File: config.mk
export PLATFORM = sky130hd
export DESIGN_NAME = usadd_epoch_ctrl
export DESIGN_NICKNAME = d
export VERILOG_FILES = /design/src/rtl/usadd_epoch_ctrl.sv
export SDC_FILE = /design/constraint.sdc
export NUM_CORES = 1
export LEC_CHECK = 0
export ABC_AREA = 0
export CORE_ASPECT_RATIO = 1.5
export CORE_UTILIZATION = 35
export DETAILED_ROUTE_END_ITERATION = 16
export PLACE_DENSITY = 0.62
export REMOVE_ABC_BUFFERS = 1
export SYNTH_ARGS = -nofsm -noshare
export SYNTH_HDL_FRONTEND = slang
export SYNTH_SLANG_ARGS = --single-unit
File: constraint.sdc
create_clock -name iClk -period 4.8 [get_ports iClk]
set_input_delay 0.48 -clock iClk [delete_from_list [all_inputs] [get_ports iClk]]
set_output_delay 0.48 -clock iClk [all_outputs]
set_load 0.05 [all_outputs]
File: src/rtl/usadd_epoch_ctrl.sv
// Epoch controller for a unipolar scaled stochastic adder: takes two binary
// operands, streams them as decorrelated unary bitstreams, counts the ones.
module usadd_epoch_ctrl #(
  parameter int BITWIDTH = 8,
  parameter int ADD_LAT  = 2
) (
  input  logic                iClk,
  input  logic                iRst,
  input  logic                iValid,
  output logic                oReady,
  input  logic [BITWIDTH-1:0] iOpA,
  input  logic [BITWIDTH-1:0] iOpB,
  output logic                oA,
  output logic                oB,
  output logic                oAddRstN,
  input  logic                iC,
  output logic                oValid,
  input  logic                iReady,
  output logic [BITWIDTH-1:0] oResult,
  output logic                oBusy
);

  typedef enum logic [2:0] {S_IDLE, S_CLEAR, S_RUN, S_DRAIN, S_DONE} state_t;

  localparam logic [BITWIDTH-1:0] CNT_LAST   = '1;
  localparam logic [BITWIDTH-1:0] DRAIN_LAST = BITWIDTH'(ADD_LAT > 0 ? ADD_LAT - 1 : 0);
  localparam logic [BITWIDTH:0]   ACC_MAX    = '1;
  localparam logic [BITWIDTH:0]   RES_MAX    = {1'b0, {BITWIDTH{1'b1}}};

  state_t              state_q, state_d;
  logic [BITWIDTH-1:0] cnt_q, cnt_d;
  logic [BITWIDTH-1:0] opa_q, opa_d;
  logic [BITWIDTH-1:0] opb_q, opb_d;
  logic [BITWIDTH-1:0] result_q, result_d;
  logic [BITWIDTH:0]   acc_q, acc_d;
  logic [BITWIDTH-1:0] cnt_rev;

  function automatic logic [BITWIDTH-1:0] sat(input logic [BITWIDTH:0] v);
    return (v > RES_MAX) ? {BITWIDTH{1'b1}} : v[BITWIDTH-1:0];
  endfunction

  // Bit-reversed counter drives stream B so it is decorrelated from the thermometer A.
  generate
    for (genvar gi = 0; gi < BITWIDTH; gi++) begin : g_rev
      assign cnt_rev[gi] = cnt_q[BITWIDTH-1-gi];
    end
  endgenerate

  always_ff @(posedge iClk or posedge iRst) begin
    if (iRst) begin
      state_q  <= S_IDLE;
      cnt_q    <= '0;
      opa_q    <= '0;
      opb_q    <= '0;
      acc_q    <= '0;
      result_q <= '0;
    end else begin
      state_q  <= state_d;
      cnt_q    <= cnt_d;
      opa_q    <= opa_d;
      opb_q    <= opb_d;
      acc_q    <= acc_d;
      result_q <= result_d;
    end
  end

  always_comb begin
    state_d  = state_q;
    cnt_d    = cnt_q;
    opa_d    = opa_q;
    opb_d    = opb_q;
    acc_d    = acc_q;
    result_d = result_q;
    oReady   = 1'b0;
    oValid   = 1'b0;
    oBusy    = 1'b0;
    oAddRstN = 1'b0;
    oA       = 1'b0;
    oB       = 1'b0;

    // The counter sticks at its maximum rather than wrapping on a misbehaving adder.
    if ((state_q == S_RUN || state_q == S_DRAIN) && iC && acc_q != ACC_MAX)
      acc_d = acc_q + 1'b1;

    case (state_q)
      S_IDLE: begin
        oReady = 1'b1;
        if (iValid) begin
          opa_d   = iOpA;
          opb_d   = iOpB;
          cnt_d   = '0;
          acc_d   = '0;
          state_d = S_CLEAR;
        end
      end
      S_CLEAR: begin
        oBusy   = 1'b1;
        state_d = S_RUN;
      end
      S_RUN: begin
        oBusy    = 1'b1;
        oAddRstN = 1'b1;
        oA       = (cnt_q < opa_q);
        oB       = (cnt_rev < opb_q);
        cnt_d    = cnt_q + 1'b1;
        if (cnt_q == CNT_LAST) begin
          cnt_d = '0;
          if (ADD_LAT == 0) begin
            state_d  = S_DONE;
            result_d = sat(acc_d);
          end else begin
            state_d = S_DRAIN;
          end
        end
      end
      S_DRAIN: begin
        oBusy    = 1'b1;
        oAddRstN = 1'b1;
        cnt_d    = cnt_q + 1'b1;
        if (cnt_q == DRAIN_LAST) begin
          cnt_d    = '0;
          state_d  = S_DONE;
          result_d = sat(acc_d);
        end
      end
      S_DONE: begin
        oValid = 1'b1;
        if (iReady) state_d = S_IDLE;
      end
      default: state_d = S_IDLE;
    endcase
  end

  assign oResult = result_q;

endmodule

## After elaboration in Yosys (flattened, before gate mapping)

Cells that the tools add are included.

- Flip-flop bits (word level): 44
- Bits of input ports: 21

- Add/sub/neg operators: 2
- Magnitude comparators: 3
- Equality and inequality tests: 11
- Mux-type cells: 19
- Reduce and logical (&&, ||, !) cells: 11

Operators with widths:

| operator | count |
|---|---|
| 2-to-1 mux 8 bit | 4 |
| 2-to-1 mux 9 bit | 3 |
| one-hot mux 8 bit (3 select lines) | 1 |
| less-than comparator 8 bit | 2 |
| one-hot mux 3 bit (5 select lines) | 1 |
| 2-to-1 mux 3 bit | 4 |
| adder 9 x 1 -> 9 bit (second input constant) | 1 |
| > comparator 9 x 8 -> 1 bit (second input constant) | 1 |
| != test 9 bit (second input constant) | 1 |
| adder 8 x 1 -> 8 bit (second input constant) | 1 |
| equality test 8 x 1 -> 1 bit (second input constant) | 1 |
| equality test 8 bit (second input constant) | 1 |
| equality test 3 x 2 -> 1 bit (second input constant) | 2 |
| 2-to-1 mux 1 bit | 6 |
| AND reduction 2 bit | 3 |
| != test 2 x 1 -> 1 bit (second input constant) | 2 |
| != test 2 bit (second input constant) | 2 |
| AND reduction 4 bit | 1 |
| equality test 3 x 1 -> 1 bit (second input constant) | 1 |
| equality test 3 bit (second input constant) | 1 |
| zero test 3 bit | 1 |
| nonzero test 3 bit | 1 |
| OR reduction 3 bit | 1 |
| logical AND 1 bit | 2 |
| other kinds (2) | 2 |

## Depth between registers and ports, before layout

- Depth in word-level cells: 7
- Mapped depth: 10
- Gate-level depth less buffers: 9

## Worst setup path before layout

No wires, ideal clock.

- Path kind: flip-flop to flip-flop
- Start point: reg state_q[1]
- End point: reg opa_q[0]
- Library setup time: 125 ps
- Arrival time: 2,472 ps
- Path slack: 2,203 ps
- Stages on the path, launching flop included: 5
- Path buffers: 1
- Period minus slack after synthesis: 2,597 ps
- Cell sequence: dfrtp_1 -> nor3_1 -> and2_1 -> clkbuf_1 -> mux2_2

- Longest elaborated chain between the ends: 2

Ends and longest elaborated chain:

| element | RTL line | source |
|---|---|---|
| from (decl) | 30 | `state_t state_q, state_d;` |
| from (signal assigned) | 58 | `state_q <= state_d;` |
| zero test 3 bit | 85 | `case (state_q)` |
| AND reduction 2 bit (no source line) | -- |  |
| to (signal assigned) | 60 | `opa_q <= opa_d;` |
| to (decl) | 32 | `logic [BITWIDTH-1:0] opa_q, opa_d;` |

Every way passes these cells.
A chain may end at the register's enable or synchronous reset.

## Final worst setup path

- Start point: reg cnt_q[1]
- End point: out oB

- Longest elaborated chain between the ends: 2

Ends and longest elaborated chain:

| element | RTL line | source |
|---|---|---|
| from (decl) | 31 | `logic [BITWIDTH-1:0] cnt_q, cnt_d;` |
| from (signal assigned) | 59 | `cnt_q <= cnt_d;` |
| less-than comparator 8 bit | 104 | `oB = (cnt_rev < opb_q);` |
| 2-to-1 mux 1 bit | 85 |  |
| to (decl) | 14 | `output logic oB,` |

Every way passes these cells.

==> impl_metrics.toml <==
[outcome]
status = "finished clean"

[drt]
viasPerCell = 4.97
final_antenna_net_count = 0
route.detailed.drc = 0
dr.pass1.iters = 4
drt-total-wl_um = 4650
num_vias = 1778
routedWlPerCell_um = 13.0
first_iter_violations = 85

[placed_design]
io_buffers = 34
dpl.hpwl_um = 3500
gp_congestion = 0.755
post-place-ws_ns = 1.97

[timing]
clock_skew_ns = 0.0101
hold_slack_ns = 0.513
period_needed_ns = 3.19
drv_slew = 0
worstMarginPinSlew_ns = 0.597
finalSetupTns_ns = 0
setup_viol = 0
max_slew_margin_pct = 59.8
rsz0062_at_grt = "no"
final_hold_viol_count = 0
period_share_pct = 66.5
max_freq_mhz = 313
finalWorstSetupSlack_ns = 1.61

[final_layout]
nNetsFinal = 320
antenna_cells = 0
area_growth_syn_to_layout_pct = 22.1
drive_gt1_share_pct = 9.22

[yosys]
yosysWarnings = 0
synth_edf_count = 0
syn-cell-area_um2 = 2320
synth.largest_area_cell = "dfrtp_1"
netlist_top_cells_count = "44 x dfrtp_1, 31 x nand2_1, 26 x nor2_1"
syn_inst = 243
ys_types = 39
yosys_most_used_dff = "dfrtp_1"
ys_seq_area_share_pct = 47.5
yosysMostFrequentCell = "dfrtp_1"
synth_area_leaders = "dfrtp_1 48%, ha_1 9.7%, nand2_1 5.0%, o21ai_0 4.3%, nor2_1 4.2%"
avgSynthCellArea_um2 = 9.54
synth_top_area_share_pct = 47.5
async_flop_share_pct = 100
ys_seq_elements = 44

[floorplan]
coreArea_um2 = 6440
ios = 35
fp.dieW_um = 68.4
row_count = 36
die_height_um = 102
die_area_um2 = 6960
start_util_pct = 36.0

[min_path]
worstHoldPathCells = 1
min_to = "opa_q[0]"
hold_path_startpoint = "opa_q[0]"
hold_path.class = "reg -> reg"

[clock_network]
numCtsBuffers = 5
cts_tree = "yes"
path_clk_slew_ns = 0.08
cts_setup_buffers = 0
postCtsHoldBufs = 0
clk_latency_ns = 0.31
post_cts_resized = 0
cts.path.max_buffers = 2
root_buffer = "clkbuf_8"
h-tree-depth = 2
cts_sinks = 44

[setup_path]
r2r_cells = 5
crit_type = "reg -> out"
critical_path_required_ns = 4.32
regToRegStartpoint = "cnt_q[0]"
critPathMaxFanout = 7
critPathCaptureType = "primary output"
r2r-end = "oResult[6]"
crit_arrival_ns = 2.71
r2r_slack_ns = 2.59
start_kind = "flop"

[flow_run]
max-cap-violations = 0

[global_routing]
track_usage_pct = 15.4
grt.overflow.total = 0
grt_pass1_wl_um = 7920
grt_max_degree = 45
antenna_found_initial = 0
grt_pass1_vias = 1691

[power_and_ir_drop]
leakagePower_nw = 1.28
peakVddDrop_uv = 739
p_per_area_nw_per_um2 = 681
-- worst max-delay path, stage by stage (launching register included) --
cell and delay (ns):
dfrtp_1 0.45, ha_1 0.30, or2_2 0.26, a2111oi_0 0.43
a31o_2 0.17, clkdlybuf4s50_1 0.79
-- state kept, by name (all words and copies together) (netlist names) --
signal and count:
acc_q 9, cnt_q 8, oResult 8, opa_q 8, opb_q 8, state_q 3
-- cells in the final DEF (no fill, tap or decap), types with 2 or more instances in the layout --
cell type / synthesis / routed
dfrtp_1: 44 / 44
clkdlybuf4s50_1: 0 / 34
nand2_1: 31 / 31
nor2_1: 26 / 26
inv_1: 20 / 20
o21ai_0: 20 / 20
ha_1: 18 / 18
a21oi_1: 15 / 15
xor2_1: 6 / 6
clkbuf_8: 1 / 5
nand3_1: 4 / 4
nand4_1: 4 / 4
buf_4: 0 / 4
nor3_1: 3 / 3
nand2b_1: 3 / 3
nor4_1: 3 / 3
nor2b_1: 3 / 3
mux2i_1: 3 / 3
o22ai_1: 3 / 3
and3_1: 3 / 3
or2_2: 3 / 3
and2_1: 2 / 2
xnor2_1: 2 / 2
o2111ai_1: 2 / 2
a21o_1: 2 / 2
a2111oi_0: 2 / 2
a31o_2: 2 / 2
mux2_2: 2 / 2
clkinvlp_4: 0 / 2
-- worst max path at each step --
stage	from	slack, ns	to	depth (start not counted)
6_report	cnt_q[1]	1.61	oB	5
5_1_grt	cnt_q[6]	1.45	oA	5
3_3_place_gp	cnt_q[6]	1.98	oA	5
2_1_floorplan	state_q[0]	1.84	opa_q[0]	3
3_5_place_dp	cnt_q[1]	1.97	oB	5
4_1_cts	cnt_q[6]	1.62	oA	5
-- where the power goes --
group | total [W] | leakage [nW] | switching, W | internal (W)
logic | 0.00104 | 0.698 | 0.000638 | 0.000404
registers | 0.000642 | 0.547 | 0.000122 | 0.000520
clock network | 0.000242 | 0.0404 | 0.000139 | 0.000103
-- through the flow --
step                      power (W)  instances  instance area [um^2]  utilization, %
after CTS                   0.00195        358                  2830            43.9
final                       0.00193        358                  2830            43.9
after detailed placement    0.00170        350                  2740            42.5
after global placement      0.00169        350                  2740            42.5
after floorplan             0.00138        236                  2270               -
after global routing        0.00209        358                  2830            43.9
-- per-layer routing --
layer	vias up	part of all wire, %	GRT usage (%)
li1	908	-	-
met1	834	45	19.5
met2	30	50	25.6
met3	6	3.0	2.82
met4	0	1.5	5.29
met5	-	0	0
-- area by class of cell --
| class | count | area, um^2 |
|---|---|---|
| fill | 638 | 3610 |
| timing repair buffer | 38 | 370 |
| sequential | 44 | 1100 |
| clock buffer | 5 | 68.8 |
| inverter | 20 | 75.1 |
| clock inverter | 3 | 23.8 |
| multi-input combinational | 172 | 1090 |
| tap | 76 | 95.1 |
-- logic make-up after synthesis --
family,after synthesis,share of synthesized area [%]
AOI/OAI and AO/OA,51,13.5
and+or+nand+nor,90,18.7
muxes,5,2.27
xor gates and xnor gates,8,3.02
DFF,44,47.5
buffers and inverters,27,5.24
adders and majority gates,18,9.72
(Power assumes the default switching activity.)
